$ cat src/rtl/axi_pkg.sv
// axi_pkg: shared AXI widths, FSM/select encodings and request struct for the address decoders.
package axi_pkg;

    localparam int ID_W    = 4;
    localparam int IDS_W   = 8;
    localparam int ADDR_W  = 32;
    localparam int LEN_W   = 4;
    localparam int SIZE_W  = 3;
    localparam int BURST_W = 2;

    typedef enum logic [1:0] {IDLE, ADDR, BUSY} ar_state_e;

    typedef enum logic [1:0] {SEL_S0, SEL_S1, SEL_SD} sel_e;

    typedef struct packed {
        logic [IDS_W-1:0]   id;
        logic [ADDR_W-1:0]  addr;
        logic [LEN_W-1:0]   len;
        logic [SIZE_W-1:0]  size;
        logic [BURST_W-1:0] burst;
    } ar_req_t;

endpackage

$ cat src/rtl/axi_addr_map.sv
// axi_addr_map: combinational address-to-slave decode, shared by the AR and AW decoders.
module axi_addr_map
    import axi_pkg::*;
#(
    parameter logic [15:0] S0_BASE = 16'h0000,
    parameter logic [15:0] S1_BASE = 16'h0001
) (
    input  logic [15:0] addr_hi,
    output sel_e        sel
);

    // S0 wins when both bases are configured equal.
    always_comb sel = (addr_hi == S0_BASE) ? SEL_S0 :
                      (addr_hi == S1_BASE) ? SEL_S1 : SEL_SD;

endmodule

$ cat src/rtl/axi_ar_decoder.sv
// axi_ar_decoder: registers the arbitrated AR request, steers VALID to the decoded slave and
// blocks new requests until that slave returns the last read beat.
module axi_ar_decoder
    import axi_pkg::*;
#(
    parameter logic [15:0] S0_BASE = 16'h0000,
    parameter logic [15:0] S1_BASE = 16'h0001
) (
    input  logic               clk,
    input  logic               rst,
    input  logic [IDS_W-1:0]   ID_M,
    input  logic [ADDR_W-1:0]  ADDR_M,
    input  logic [LEN_W-1:0]   LEN_M,
    input  logic [SIZE_W-1:0]  SIZE_M,
    input  logic [BURST_W-1:0] BURST_M,
    input  logic               VALID_M,
    output logic               READY_M,
    output logic [IDS_W-1:0]   ID_S0,
    output logic [ADDR_W-1:0]  ADDR_S0,
    output logic [LEN_W-1:0]   LEN_S0,
    output logic [SIZE_W-1:0]  SIZE_S0,
    output logic [BURST_W-1:0] BURST_S0,
    output logic               VALID_S0,
    input  logic               READY_S0,
    input  logic               RVALID_S0,
    input  logic               RREADY_S0,
    input  logic               RLAST_S0,
    output logic [IDS_W-1:0]   ID_S1,
    output logic [ADDR_W-1:0]  ADDR_S1,
    output logic [LEN_W-1:0]   LEN_S1,
    output logic [SIZE_W-1:0]  SIZE_S1,
    output logic [BURST_W-1:0] BURST_S1,
    output logic               VALID_S1,
    input  logic               READY_S1,
    input  logic               RVALID_S1,
    input  logic               RREADY_S1,
    input  logic               RLAST_S1,
    output logic [IDS_W-1:0]   ID_SD,
    output logic [ADDR_W-1:0]  ADDR_SD,
    output logic [LEN_W-1:0]   LEN_SD,
    output logic [SIZE_W-1:0]  SIZE_SD,
    output logic [BURST_W-1:0] BURST_SD,
    output logic               VALID_SD,
    input  logic               READY_SD,
    input  logic               RVALID_SD,
    input  logic               RREADY_SD,
    input  logic               RLAST_SD
);

    ar_state_e state_q, state_d;
    sel_e      sel_q, sel_d, dec_sel;
    ar_req_t   req_q, req_d;
    logic      sel_ready, sel_last;

    axi_addr_map #(
        .S0_BASE(S0_BASE),
        .S1_BASE(S1_BASE)
    ) u_addr_map (
        .addr_hi(ADDR_M[31:16]),
        .sel    (dec_sel)
    );

    always_ff @(posedge clk or negedge rst) begin
        if (!rst) begin
            state_q <= IDLE;
            sel_q   <= SEL_SD;
            req_q   <= '0;
        end else begin
            state_q <= state_d;
            sel_q   <= sel_d;
            req_q   <= req_d;
        end
    end

    // Only the selected slave's handshakes are observed; the others are ignored.
    always_comb begin
        sel_ready = (sel_q == SEL_S0) ? READY_S0 :
                    (sel_q == SEL_S1) ? READY_S1 : READY_SD;
        sel_last  = (sel_q == SEL_S0) ? (RVALID_S0 & RREADY_S0 & RLAST_S0) :
                    (sel_q == SEL_S1) ? (RVALID_S1 & RREADY_S1 & RLAST_S1) :
                                        (RVALID_SD & RREADY_SD & RLAST_SD);
        state_d   = state_q;
        sel_d     = sel_q;
        req_d     = req_q;
        case (state_q)
            IDLE: if (VALID_M) begin
                state_d = ADDR;
                sel_d   = dec_sel;
                req_d   = '{id: ID_M, addr: ADDR_M, len: LEN_M, size: SIZE_M, burst: BURST_M};
            end
            ADDR:    if (sel_ready) state_d = BUSY;
            BUSY:    if (sel_last) state_d = IDLE;
            default: state_d = IDLE;
        endcase
    end

    assign READY_M  = (state_q == IDLE);
    assign VALID_S0 = (state_q == ADDR) && (sel_q == SEL_S0);
    assign VALID_S1 = (state_q == ADDR) && (sel_q == SEL_S1);
    assign VALID_SD = (state_q == ADDR) && (sel_q == SEL_SD);

    assign ID_S0    = req_q.id;
    assign ADDR_S0  = req_q.addr;
    assign LEN_S0   = req_q.len;
    assign SIZE_S0  = req_q.size;
    assign BURST_S0 = req_q.burst;
    assign ID_S1    = req_q.id;
    assign ADDR_S1  = req_q.addr;
    assign LEN_S1   = req_q.len;
    assign SIZE_S1  = req_q.size;
    assign BURST_S1 = req_q.burst;
    assign ID_SD    = req_q.id;
    assign ADDR_SD  = req_q.addr;
    assign LEN_SD   = req_q.len;
    assign SIZE_SD  = req_q.size;
    assign BURST_SD = req_q.burst;

endmodule

$ cat config.mk
export PLATFORM = sky130hd
export DESIGN_NAME = axi_ar_decoder
export DESIGN_NICKNAME = d
export VERILOG_FILES = /design/src/rtl/axi_pkg.sv /design/src/rtl/axi_addr_map.sv /design/src/rtl/axi_ar_decoder.sv
export SDC_FILE = /design/constraint.sdc
export NUM_CORES = 1
export LEC_CHECK = 0
export ABC_AREA = 1
export CORE_MARGIN = 2
export CORE_UTILIZATION = 30
export DETAILED_ROUTE_END_ITERATION = 7
export GPL_ROUTABILITY_DRIVEN = 0
export HOLD_SLACK_MARGIN = 0.08
export PLACE_DENSITY = 0.75
export SLEW_MARGIN = 5
export SYNTH_ARGS = -nofsm -noshare
export SYNTH_HDL_FRONTEND = slang
export SYNTH_SLANG_ARGS = --single-unit
$ cat constraint.sdc
create_clock -name clk -period 1 [get_ports clk]
set_input_delay 0.2 -clock clk [delete_from_list [all_inputs] [get_ports clk]]
set_output_delay 0.2 -clock clk [all_outputs]
set_load 0.02 [all_outputs]
# Word-level counts from Yosys, hierarchy flattened
# Index checks and enable logic that the tools add are counted.
# word_totals
elab_cells	39
rom_bits	0
inputBits	64
latch_bits	0
register_bits	53
n_memories	0
ramBits	0
# op_classes
n_mux	10
n_div	0
multipliers	0
n_bitwise	6
n_shift	0
n_reduce_logical	8
n_addsub	0
magnitude_cmp	0
n_eq_ne	8
# ops
operator	n
$eq A16 B1 Y1 const B	1
$logic_not A16 Y1	1
$mux W2	5
$and A1 B1 Y1	6
$ne A2 B2 Y1 const B	3
$pmux W2 S3	1
$eq A2 B1 Y1 const B	2
$eq A2 B2 Y1 const B	2
$logic_not A2 Y1	2
$mux W1	4
$logic_and A1 B1 Y1	3
$reduce_and A3 Y1	1
$reduce_and A2 Y1	1

# Longest topological paths before layout
# Gate-level depths: netlist (run 1).
# logic_depth
depth_word	6
mapped_depth	6

# Cells and area by module
# From an unflattened synthesis (run 1), not the netlist that was laid out.
# hier_totals
hier_cells	265
hier_area_um2	3104.2
# by_module_without_submodules
module	area_each_um2	cells_per_inst	n_inst
axi_ar_decoder	2996.6	237	1
axi_addr_map	107.6	28	1

# Worst setup path before layout (run 1)
# OpenSTA, ideal clock, no wires.
# synth_path
path_type	register to output
start	register sel_q[1]
end	output VALID_SD
path_stages_with_launch	3
n_path_buf	0
arrival_ns	1.129
required_ns	0.800
slack_ns	-0.329
path_cell_list	dfstp_2 -> inv_1 -> nor3_1
# synth_between
elab_chain_cells	2
# synth_rtl
element	line	rtl
start, declared	axi_ar_decoder.sv:51	sel_e sel_q, sel_d, dec_sel;
start signal, assigned	axi_ar_decoder.sv:70	sel_q <= sel_d;
$eq A2 B2 Y1	axi_ar_decoder.sv:100	assign VALID_SD = (state_q == ADDR) && (sel_q == SEL_SD);
$logic_and A1 B1 Y1	axi_ar_decoder.sv:100	
end, declared	axi_ar_decoder.sv:43	output logic VALID_SD,
# No other way between the ends.

# Worst setup path after layout (run 1)
# layout_path
start	register state_q[0]
end	register req_q (netlist bit ADDR_S0[22])
# layout_between
elab_chain_cells	2
# layout_rtl
element	line	rtl
start, declared	axi_ar_decoder.sv:50	ar_state_e state_q, state_d;
start signal, assigned	axi_ar_decoder.sv:69	state_q <= state_d;
$logic_not A2 Y1	axi_ar_decoder.sv:85	case (state_q)
$reduce_and A2 Y1 (no source line)	--	
end signal, assigned	axi_ar_decoder.sv:71	req_q <= req_d;
end, declared	axi_ar_decoder.sv:52	ar_req_t req_q, req_d;
# No other way between the ends.
# A chain may end at the register's enable or synchronous reset.

==> metrics.log, run 1 <==
[metrics] Sinks on Clock Net: 53
[metrics] worst slew pin tran: 0.293 ns
[metrics] total die area: 0.0106 mm2
[metrics] DRT Wirelength: 10.5 mm
[metrics] most frequent cells in the layout: 200 x sky130_fd_sc_hd__buf_6, 140 x sky130_fd_sc_hd__nand2_1, 62 x sky130_fd_sc_hd__clkdlybuf4s50_1
[metrics] outcome: finished with violations
[metrics] I/O pin cnt: 215
[metrics] reg-to-reg startpoint: state_q[0]
[metrics] via total after detailed routing: 2989
[metrics] Antenna diodes: 0
[metrics] clock tree from TritonCTS: built
[metrics] vias in the first global route: 2899
[metrics] max-slew violation total from the final report: 0
[metrics] DP Area: 0.00465 mm2
[metrics] Final nets: 639
[metrics] overall fraction of global-route tracks in use: 17.2%
[metrics] Tmin final: 1.44 ns
[metrics] remaining max-slew budget at the tightest pin: 80.5%
[metrics] failing checks: setup timing
[metrics] starting utilization of the core area: 30.4%
[metrics] PortBufs: 214
[metrics] pin count of the biggest net entering global routing: 54
[metrics] final critical-path share of the clock period: 144%
[metrics] critical path data required time: 1.22 ns
[metrics] std cell rows: 36
[metrics] vias per cell: 4.22
[metrics] top cells by area in the synthesized netlist: sky130_fd_sc_hd__dfrtp_1 44%, sky130_fd_sc_hd__buf_4 26%, sky130_fd_sc_hd__nand2_1 18%
[metrics] CTS clock-pin slew for the worst setup and hold paths: 0.10 ns
[metrics] proportion of netlist area held by the largest area contributor: 44.5%
[metrics] number of filler cells placed in the layout: 771
[metrics] TritonRoute pass-1 iters: 4
[metrics] Min-Delay Path Class: input pin to flip-flop
[metrics] Critical Path AT: 1.66 ns
[metrics] Initial DRC Count: 64
[metrics] type of destination of the critical path: flip-flop
[metrics] Critical Path Source Type: flip-flop
[metrics] highest ir drop seen on vdd: 1500 uV
[metrics] overall die height: 103 um
[metrics] multi-input logic area: 805 um2
[metrics] Num CTS Buffers: 5
[metrics] DRC violations left: 0
[metrics] post-placement worst setup slack: -0.612 ns
[metrics] post-synthesis sequential element count: 53
[metrics] layout-stage area growth over the synthesis result: 105%
[metrics] last element of the critical path: ADDR_S0[22]
[metrics] post-synth design cell area: 0.00293 mm2
[metrics] clock network latency to the later pin of the worst-skew pair: 0.30 ns
[metrics] core area: 0.00964 mm2
[metrics] P_leak: 3.01 nW
[metrics] most common cell after layout, fill and taps aside: sky130_fd_sc_hd__buf_6
[metrics] Synth Net Count: 425
[metrics] count of yosys warnings during synthesis: 0
[metrics] critical path type: flip-flop to flip-flop
[metrics] reported max-cap violation count: 0
[metrics] die width: 103 um
[metrics] routed wirelength normalized by instance count: 14.8 um
[metrics] sequential cell area in the final layout: 0.00137 mm2
[metrics] setup skew after layout: 0.00284 ns
[metrics] start point of the critical path: state_q[0]
[metrics] Clock Tree Buf Depth: 2
[metrics] reg-to-reg setup timing slack: -0.44 ns
[metrics] Worst R2R Path Depth: 7
[metrics] library cell used as clock root buffer: sky130_fd_sc_hd__clkbuf_8
[metrics] portion of the post-synthesis area used by sequential elements: 45.4%
[metrics] synthesized instance count: 361
[metrics] critical path fanouts, max: 8
[metrics] share of layout cells above drive strength 1: 52.4%
[metrics] Finish-stage setup viols: 204
[metrics] worst setup margin: -0.440 ns
[metrics] average instance area after synthesis: 8.11 um2
[metrics] post-layout total power: 22.5 mW
[metrics] first-pass GRT wire length: 14.1 mm
[metrics] area of all placed cells without fillers: 0.00601 mm2
[metrics] initial antenna violation count: 0
[metrics] RSZ-0062 raised after global routing: yes
[metrics] H-tree Lvls: 2
[metrics] timing-limited maximum frequency: 0.695 GHz
[metrics] number of routed nets with antenna violations: 0
[metrics] largest area contributor in the synthesized netlist: sky130_fd_sc_hd__dfrtp_1
[metrics] gr ovfl total: 0
[metrics] pwr/cell area: 3750 mW/mm2
[metrics] half-perimeter wire length of the detailed placement result: 6.31 mm
[metrics] Synth cell types: 16
[metrics] endpoints failing hold: 0
[metrics] terminus of the critical flop-to-flop path: ADDR_S0[22]
## worst min-delay path by stage
stage / from / endpoint / slack (ns) / cells past startpoint
final: ADDR_M[15] / ADDR_S0[15] / 0.42 / 3
after global routing: ADDR_M[5] / ADDR_S0[5] / 0.40 / 3
after global placement: rst / ID_S0[3] / 0.22 / 2
after CTS: ADDR_M[15] / ADDR_S0[15] / 0.41 / 3
after detailed placement: rst / ID_S0[3] / 0.22 / 2
after floorplan: rst / ADDR_S0[0] / -0.1 / 0
## Yosys cell counts
library cell	n
sky130_fd_sc_hd__buf_2	6
sky130_fd_sc_hd__buf_4	101
sky130_fd_sc_hd__buf_6	1
sky130_fd_sc_hd__dfrtp_1	52
sky130_fd_sc_hd__dfstp_2	1
sky130_fd_sc_hd__inv_1	15
sky130_fd_sc_hd__inv_2	1
sky130_fd_sc_hd__nand2_1	141
sky130_fd_sc_hd__nand2_2	1
sky130_fd_sc_hd__nand3_1	10
sky130_fd_sc_hd__nand4_1	2
sky130_fd_sc_hd__nor2_1	14
sky130_fd_sc_hd__nor2_4	1
sky130_fd_sc_hd__nor3_1	4
sky130_fd_sc_hd__o21a_1	1
sky130_fd_sc_hd__o21ai_0	10
## stage by stage
stage               setup TNS, ns  hold WS [ns]  instances  utilization, %
floorplan                   -5.83       -0.0956        361               -
global placement           -44.33         0.215        617            48.2
detailed placement         -47.66         0.221        617            48.2
CTS                        -40.74         0.410        686            54.3
global route               -52.43         0.404        709            62.3
finish                     -41.26         0.418        709            62.3
## per-layer routing
layer  part of all wire (%)  vias up  GRT usage [%]
met2                     54      120           33.0
met1                     38     1432           19.1
met3                    6.6       10           3.80
li1                       -     1427              -
met4                    1.3        0           4.66
met5                      0        -              0
## final cells by class
type / instances / area share, %
Timing Repair Buffer: 315 / 58.2
Sequential cell: 53 / 22.7
Multi-Input combinational cell: 184 / 13.4
Tap cell: 133 / 2.77
Clock buffer: 7 / 1.60
Inverter: 16 / 1.21
Clock inverter: 1 / 0.0833
## worst max-delay path, stage by stage (launching register included)
cell and delay [ns]:
sky130_fd_sc_hd__dfrtp_1 0.41, sky130_fd_sc_hd__buf_4 0.15, sky130_fd_sc_hd__nor2_4 0.11, sky130_fd_sc_hd__buf_6 0.12, sky130_fd_sc_hd__nand2_8 0.08, sky130_fd_sc_hd__buf_12 0.16, sky130_fd_sc_hd__buf_16 0.14, sky130_fd_sc_hd__o21ai_0 0.18
## logic make-up after synthesis
group / share of synthesized area, %
AND/OR/NAND/NOR: 23.3
buffers and inverters: 29.4
AO/OA/AOI/OAI: 1.97
flip-flops: 45.4
## state kept, by name, summed over array words and instances (netlist names)
register / cells
BURST_S0: 2
state_q: 2
SIZE_S0: 3
ID_S0: 8
LEN_S0: 4
sel_q: 2
ADDR_S0: 32
## repair_timing
action                                  in CTS  in global routing
gates resized for setup                    820                191
cloned                                       5                  0
endpoints found under the hold margin       52                  0
endpoints found under the setup margin     204                204
setup buffers                               55                 24
hold buffers                                 1                  0
pin swaps                                    1                  3
## power by group
group	internal [mW]	switching (mW)
clock network	0.628	0.714
registers	3.24	1.56
logic	9.13	7.27
Power figures use the tool's default switching activity.
==> run 2: changes to the inputs <==
--- a/config.mk
+++ b/config.mk
@@ -12,6 +12,7 @@
 export GPL_ROUTABILITY_DRIVEN = 0
 export HOLD_SLACK_MARGIN = 0.08
 export PLACE_DENSITY = 0.75
+export REMOVE_ABC_BUFFERS = 1
 export SLEW_MARGIN = 5
 export SYNTH_ARGS = -nofsm -noshare
 export SYNTH_HDL_FRONTEND = slang
==> run 2 against run 1 <==
Net effect: the flow still finishes with violations (setup timing); sequential power barely moved; clock power fell by 6%; clock skew rose by 0.0065 ns; final area fell by 4.9%; flip-flop and latch count did not move; critical path depth fell by 3; via count fell by 2.1%; fmax fell by 0.51%; worst setup slack got worse by 0.0074 ns; clock-buffer cell count rose by 1; critical endpoint is now VALID_SD; largest cell class unchanged.
==> metrics.log, run 2 (synthesized netlist as in run 1, its figures left out) <==
[metrics] Sinks on Clock Net: 53 (unchanged)
[metrics] max FFs per register: 32 (unchanged)
[metrics] worst slew pin tran: 0.237 ns (was 0.293 ns)
[metrics] critical path fanouts, max: 5 (was 8)
[metrics] worst setup margin: -0.447 ns (was -0.440 ns)
[metrics] H-tree Lvls: 2 (unchanged)
[metrics] Tmin final: 1.45 ns (was 1.44 ns)
[metrics] DRT Wirelength: 10.3 mm (was 10.5 mm)
[metrics] setup skew after layout: 0.00939 ns (was 0.00284 ns)
[metrics] first-pass GRT wire length: 13.5 mm (was 14.1 mm)
[metrics] reported max-cap violation count: 0 (unchanged)
[metrics] Global Route met1 Usage: 17.6% (was 19.1%)
[metrics] I/O pin cnt: 215 (unchanged)
[metrics] Antenna diodes: 0 (unchanged)
[metrics] post-placement worst setup slack: -0.686 ns (was -0.612 ns)
[metrics] library cell used as clock root buffer: sky130_fd_sc_hd__clkbuf_8 (unchanged)
[metrics] via total after detailed routing: 2926 (was 2989)
[metrics] core area: 0.00964 mm2 (unchanged)
[metrics] vias per cell: 4.26 (was 4.22)
[metrics] GRT met2 Usage: 31.5% (was 33.0%)
[metrics] clock network latency to the later pin of the worst-skew pair: 0.30 ns (about the same)
[metrics] remaining max-slew budget at the tightest pin: 84.1% (was 80.5%)
[metrics] P_leak: 2.87 nW (was 3.01 nW)
[metrics] vias in the first global route: 2773 (was 2899)
[metrics] TritonRoute pass-1 iters: 4 (unchanged)
[metrics] most frequent cells in the layout: 188 x sky130_fd_sc_hd__buf_6, 139 x sky130_fd_sc_hd__nand2_1, 62 x sky130_fd_sc_hd__clkdlybuf4s50_1 (was 200 x sky130_fd_sc_hd__buf_6, 140 x sky130_fd_sc_hd__nand2_1, 62 x sky130_fd_sc_hd__clkdlybuf4s50_1)
[metrics] PortBufs: 214 (unchanged)
[metrics] DRC violations left: 0 (unchanged)
[metrics] number of routed nets with antenna violations: 0 (unchanged)
[metrics] met3 track demand over resource: 4.20% (was 3.80%)
[metrics] initial antenna violation count: 0 (unchanged)
[metrics] overall die height: 103 um (unchanged)
[metrics] gr ovfl total: 0 (unchanged)
[metrics] most common cell after layout, fill and taps aside: sky130_fd_sc_hd__buf_6 (unchanged)
[metrics] type of destination of the critical path: output port (was flip-flop)
[metrics] Initial DRC Count: 60 (was 64)
[metrics] layout-stage area growth over the synthesis result: 95.3% (was 105%)
[metrics] highest ir drop seen on vdd: 1700 uV (was 1500 uV)
[metrics] std cell rows: 36 (unchanged)
[metrics] Finish-stage setup viols: 204 (unchanged)
[metrics] half-perimeter wire length of the detailed placement result: 6.20 mm (was 6.31 mm)
[metrics] critical path data required time: 0.80 ns (was 1.22 ns)
[metrics] outcome: finished with violations (unchanged)
[metrics] Clock Tree Buf Depth: 2 (unchanged)
[metrics] timing-limited maximum frequency: 0.691 GHz (was 0.695 GHz)
[metrics] Final nets: 617 (was 639)
[metrics] Min-Delay Path Class: input pin to async pin (was input pin to flip-flop)
[metrics] clock tree from TritonCTS: built (unchanged)
[metrics] Num CTS Buffers: 5 (unchanged)
[metrics] die width: 103 um (unchanged)
[metrics] RSZ-0062 raised after global routing: yes (unchanged)
[metrics] max-slew violation total from the final report: 0 (unchanged)
[metrics] final critical-path share of the clock period: 145% (was 144%)
[metrics] pwr/cell area: 3740 mW/mm2 (was 3750 mW/mm2)
[metrics] overall fraction of global-route tracks in use: 16.3% (was 17.2%)
[metrics] pin count of the biggest net entering global routing: 32 (was 54)
[metrics] Critical Path Source Type: flip-flop (unchanged)
[metrics] failing checks: setup timing (unchanged)
[metrics] starting utilization of the core area: 30.4% (unchanged)
[metrics] post-layout total power: 21.3 mW (was 22.5 mW)
[metrics] share of layout cells above drive strength 1: 50.5% (was 52.4%)
[metrics] critical path type: flip-flop to output port (was flip-flop to flip-flop)
[metrics] endpoints failing hold: 0 (unchanged)
[metrics] Critical Path AT: 1.25 ns (was 1.66 ns)
[metrics] GR peak layer: met2 (unchanged)
[metrics] total die area: 0.0106 mm2 (unchanged)
[metrics] CTS clock-pin slew for the worst setup and hold paths: 0.10 ns (about the same)
[metrics] routed wirelength normalized by instance count: 14.9 um (was 14.8 um)
==> run 2: critical path, cell delays in order, from the launching register on <==
cell and delay, ns:
sky130_fd_sc_hd__dfrtp_1 0.40, sky130_fd_sc_hd__inv_2 0.08, sky130_fd_sc_hd__nand2_4 0.08, sky130_fd_sc_hd__nor3_4 0.24, sky130_fd_sc_hd__buf_6 0.15
==> run 2: through the flow <==
| stage | cell area, um2 | hold slack [ns] | instances | util, % | setup TNS (ns) |
|---|---|---|---|---|---|
| final | 5710 | 0.420 | 687 | 59.3 | -37.36 |
| after global routing | 5710 | 0.409 | 687 | 59.3 | -47.19 |
| after CTS | 5050 | 0.411 | 668 | 52.4 | -37.92 |
| after detailed placement | 4600 | 0.193 | 618 | 47.8 | -49.50 |
| after global placement | 4600 | 0.191 | 618 | 47.8 | -46.84 |
| after floorplan | 2130 | -0.0956 | 253 | - | -38.50 |
==> run 2: timing repair <==
item / CTS / global route
gates cloned: 4 / 0
pin swaps: 2 / 2
hold buffers: 1 / 0
buffers inserted: 37 / 19
hold endpoints to repair: 52 / 0
endpoints found under the setup margin: 204 / 204
resized for setup: 837 / 174
==> run 2: per-layer routing <==
layer,vias to the layer above,wire (um)
met5,-,0
met4,0,187
met3,15,923
met2,147,5600
met1,1381,3540
li1,1383,-
==> run 2: final timing paths <==
path / startpoint / slack [ns] / cells past startpoint / endpoint
max reg2reg: state_q[0] / -0.40 / 8 / ADDR_S0[6]
min in group clk: ADDR_M[15] / 0.42 / 3 / ADDR_S0[15]
max: state_q[1] / -0.45 / 4 / VALID_SD
min: rst / 0.42 / 3 / ADDR_S0[18]
max in group asynchronous: rst / 0.30 / 3 / sel_q[1]
min reg2reg: SIZE_S0[0] / 0.56 / 2 / SIZE_S0[0]
==> run 2: cell type report <==
cell class	count	area [um2]
Clock buffer	8	90.1
Timing Repair Buffer	293	3230
Inverter	16	67.6
Tap cell	133	166
Fill cell	788	3930
Sequential cell	53	1370
Multi-Input combinational cell	184	797
==> run 2: where the power goes <==
group	switching [mW]	internal [mW]
sequential	1.57	3.25
combinational	6.94	8.33
clock	0.691	0.567
total	9.20	12.1
==> run 3: changes to the inputs <==
--- a/config.mk
+++ b/config.mk
@@ -6,6 +6,8 @@
 export NUM_CORES = 1
 export LEC_CHECK = 0
 export ABC_AREA = 1
+export CAP_MARGIN = 20
+export CORE_ASPECT_RATIO = 0.5
 export CORE_MARGIN = 2
 export CORE_UTILIZATION = 30
 export DETAILED_ROUTE_END_ITERATION = 7
==> run 3 against run 2 <==
Net effect: the flow still finishes with violations (setup timing); wire length increased by 1.8%; hold slack lost 0.098 ns; flip-flop and latch count stayed put; global-route usage increased by 0.85 points; via count shrank 2.9%; die area up 0.45%; first-iteration DRC count grew 75%; non-clock buffer count decreased by 2; sequential power up 1%; critical path depth unchanged; cell count unchanged; critical endpoint unchanged.
==> metrics.log, run 3 (synthesized netlist as in run 1, its figures left out) <==
[metrics] final hold slack: 0.322 ns (was 0.420 ns)
[metrics] failing checks: setup timing (unchanged)
[metrics] critical path data required time: 0.80 ns (about the same)
[metrics] clock tree from TritonCTS: built (unchanged)
[metrics] Sinks on Clock Net: 53 (unchanged)
[metrics] die width: 144 um (was 103 um)
[metrics] I/O pin cnt: 215 (unchanged)
[metrics] TritonRoute pass-1 iters: 4 (unchanged)
[metrics] max-slew violation total from the final report: 0 (unchanged)
[metrics] type of destination of the critical path: output port (unchanged)
[metrics] Antenna diodes: 0 (unchanged)
[metrics] DP Area: 0.00468 mm2 (was 0.00460 mm2)
[metrics] Critical Path AT: 1.19 ns (was 1.25 ns)
[metrics] GR peak layer: met2 (unchanged)
[metrics] Num CTS Buffers: 5 (unchanged)
[metrics] critical path type: flip-flop to output port (unchanged)
[metrics] via total after detailed routing: 2842 (was 2926)
[metrics] outcome: finished with violations (unchanged)
[metrics] DRT Wirelength: 10.4 mm (was 10.3 mm)
[metrics] critical path fanouts, max: 4 (was 5)
[metrics] H-tree Lvls: 2 (unchanged)
[metrics] initial antenna violation count: 0 (unchanged)
[metrics] share of layout cells above drive strength 1: 52.4% (was 50.5%)
[metrics] overall fraction of global-route tracks in use: 17.1% (was 16.3%)
[metrics] Final TNS setup: -33.87 ns (was -37.36 ns)
[metrics] worst slew pin tran: 0.264 ns (was 0.237 ns)
[metrics] starting utilization of the core area: 30.9% (was 30.4%)
[metrics] Finish-stage setup viols: 204 (unchanged)
[metrics] remaining max-slew budget at the tightest pin: 82.4% (was 84.1%)
[metrics] area of all placed cells without fillers: 0.00576 mm2 (was 0.00571 mm2)
[metrics] timing-limited maximum frequency: 0.721 GHz (was 0.691 GHz)
[metrics] Worst R2R Path Depth: 8 (unchanged)
[metrics] met3 track demand over resource: 3.13% (was 4.20%)
[metrics] first-pass GRT wire length: 14.0 mm (was 13.5 mm)
[metrics] number of routed nets with antenna violations: 0 (unchanged)
[metrics] RSZ-0062 raised after global routing: yes (unchanged)
[metrics] library cell used as clock root buffer: sky130_fd_sc_hd__clkbuf_16 (was sky130_fd_sc_hd__clkbuf_8)
[metrics] Final nets: 615 (was 617)
[metrics] highest ir drop seen on vdd: 1430 uV (was 1700 uV)
[metrics] endpoints failing hold: 0 (unchanged)
[metrics] pwr/cell area: 3790 mW/mm2 (was 3740 mW/mm2)
[metrics] PortBufs: 214 (unchanged)
[metrics] placed insts: 626 (was 618)
[metrics] Initial DRC Count: 105 (was 60)
[metrics] Tmin final: 1.39 ns (was 1.45 ns)
[metrics] setup skew after layout: 0.00460 ns (was 0.00939 ns)
[metrics] worst setup margin: -0.386 ns (was -0.447 ns)
[metrics] vias in the first global route: 2695 (was 2773)
[metrics] Clock Tree Buf Depth: 2 (unchanged)
[metrics] reg-to-reg setup timing slack: -0.37 ns (was -0.40 ns)
[metrics] Min-Delay Path Class: input pin to async pin (unchanged)
[metrics] pin count of the biggest net entering global routing: 24 (was 32)
[metrics] Global Route met1 Usage: 20.4% (was 17.6%)
[metrics] reported max-cap violation count: 0 (unchanged)
[metrics] final critical-path share of the clock period: 139% (was 145%)
[metrics] reg-to-reg startpoint: state_q[1] (was state_q[0])
[metrics] std cell rows: 25 (was 36)
[metrics] start point of the critical path: state_q[1] (unchanged)
[metrics] gr ovfl total: 0 (unchanged)
[metrics] non-filler cells in the finished layout: 687 (unchanged)
[metrics] layout-stage area growth over the synthesis result: 96.7% (was 95.3%)
[metrics] half-perimeter wire length of the detailed placement result: 6.66 mm (was 6.20 mm)
[metrics] P_leak: 2.88 nW (was 2.87 nW)
[metrics] clock network latency to the later pin of the worst-skew pair: 0.29 ns (was 0.30 ns)
[metrics] CTS clock-pin slew for the worst setup and hold paths: 0.07 ns (was 0.10 ns)
[metrics] max FFs per register: 32 (unchanged)
[metrics] core area: 0.00948 mm2 (was 0.00964 mm2)
[metrics] terminus of the critical flop-to-flop path: ADDR_S0[19] (was ADDR_S0[6])
[metrics] GRT met2 Usage: 32.4% (was 31.5%)
[metrics] most frequent cells in the layout: 180 x sky130_fd_sc_hd__buf_6, 136 x sky130_fd_sc_hd__nand2_1, 62 x sky130_fd_sc_hd__clkdlybuf4s50_1 (was 188 x sky130_fd_sc_hd__buf_6, 139 x sky130_fd_sc_hd__nand2_1, 62 x sky130_fd_sc_hd__clkdlybuf4s50_1)
[metrics] routed wirelength normalized by instance count: 15.2 um (was 14.9 um)
[metrics] Critical Path Source Type: flip-flop (unchanged)
[metrics] post-placement worst setup slack: -0.596 ns (was -0.686 ns)
[metrics] total die area: 0.0106 mm2 (about the same)
[metrics] overall die height: 73.8 um (was 103 um)
[metrics] most common cell after layout, fill and taps aside: sky130_fd_sc_hd__buf_6 (unchanged)
[metrics] number of filler cells placed in the layout: 762 (was 788)
[metrics] vias per cell: 4.14 (was 4.26)
[metrics] DRC violations left: 0 (unchanged)
==> run 3: changes by cell type in the layout (fill, tap and decap cells not counted), sizes merged <==
cell / previous run / this run
clkinv: 0 / 2
clkbuf: 8 / 11
inv: 16 / 15
buf: 230 / 224
==> run 3: metrics by stage <==
step / utilization, % / power [mW]
2_1_floorplan: - / 9.07
3_3_place_gp: 49.3 / 16.0
3_5_place_dp: 49.3 / 16.2
4_1_cts: 52.1 / 18.7
5_1_grt: 60.7 / 22.8
6_report: 60.7 / 21.8
==> run 3: power breakdown <==
| part | total, mW | switching, mW | internal (mW) |
|---|---|---|---|
| Sequential | 4.88 | 1.61 | 3.27 |
| Clock | 1.83 | 0.767 | 1.06 |
| Combinational | 15.1 | 6.93 | 8.19 |
| Total | 21.8 | 9.30 | 12.5 |
==> run 3: worst max path at each step <==
| stage | endpoint | slack (ns) |
|---|---|---|
| after floorplan | sel_q[0] | -0.84 |
| after global placement | VALID_SD | -0.61 |
| after detailed placement | VALID_SD | -0.60 |
| after CTS | VALID_SD | -0.38 |
| after global routing | VALID_SD | -0.45 |
| final | VALID_SD | -0.39 |
==> run 3: layout make-up <==
type | count | area [um2] | share of cell area (%)
tap | 135 | 169 | 2.93
multi-input combinational | 184 | 800 | 13.9
clock buffer | 7 | 153 | 2.65
inverter | 16 | 72.6 | 1.26
sequential | 53 | 1370 | 23.8
clock inverter | 1 | 5.00 | 0.0869
timing repair buffer | 291 | 3190 | 55.3
==> run 3: repair_timing <==
item / 4_1_cts / 5_1_grt
gates resized for setup: 794 / 207
setup endpoints to repair: 204 / 204
pin swaps: 4 / 6
hold buffers: 1 / 0
buffers inserted: 33 / 14
gates cloned: 2 / 5
endpoints found under the hold margin: 52 / 0
==> run 3: critical path: stages, from the launching register on <==
cell,delay (ns)
sky130_fd_sc_hd__dfrtp_1,0.40
sky130_fd_sc_hd__inv_2,0.08
sky130_fd_sc_hd__nand2_4,0.06
sky130_fd_sc_hd__nor3_2,0.18
sky130_fd_sc_hd__buf_4,0.17
==> run 3: routing by layer <==
layer | up-vias | routed length, um
li1 | 1377 | -
met3 | 16 | 314
met5 | - | 0
met4 | 0 | 162
met2 | 55 | 5900
met1 | 1394 | 4060
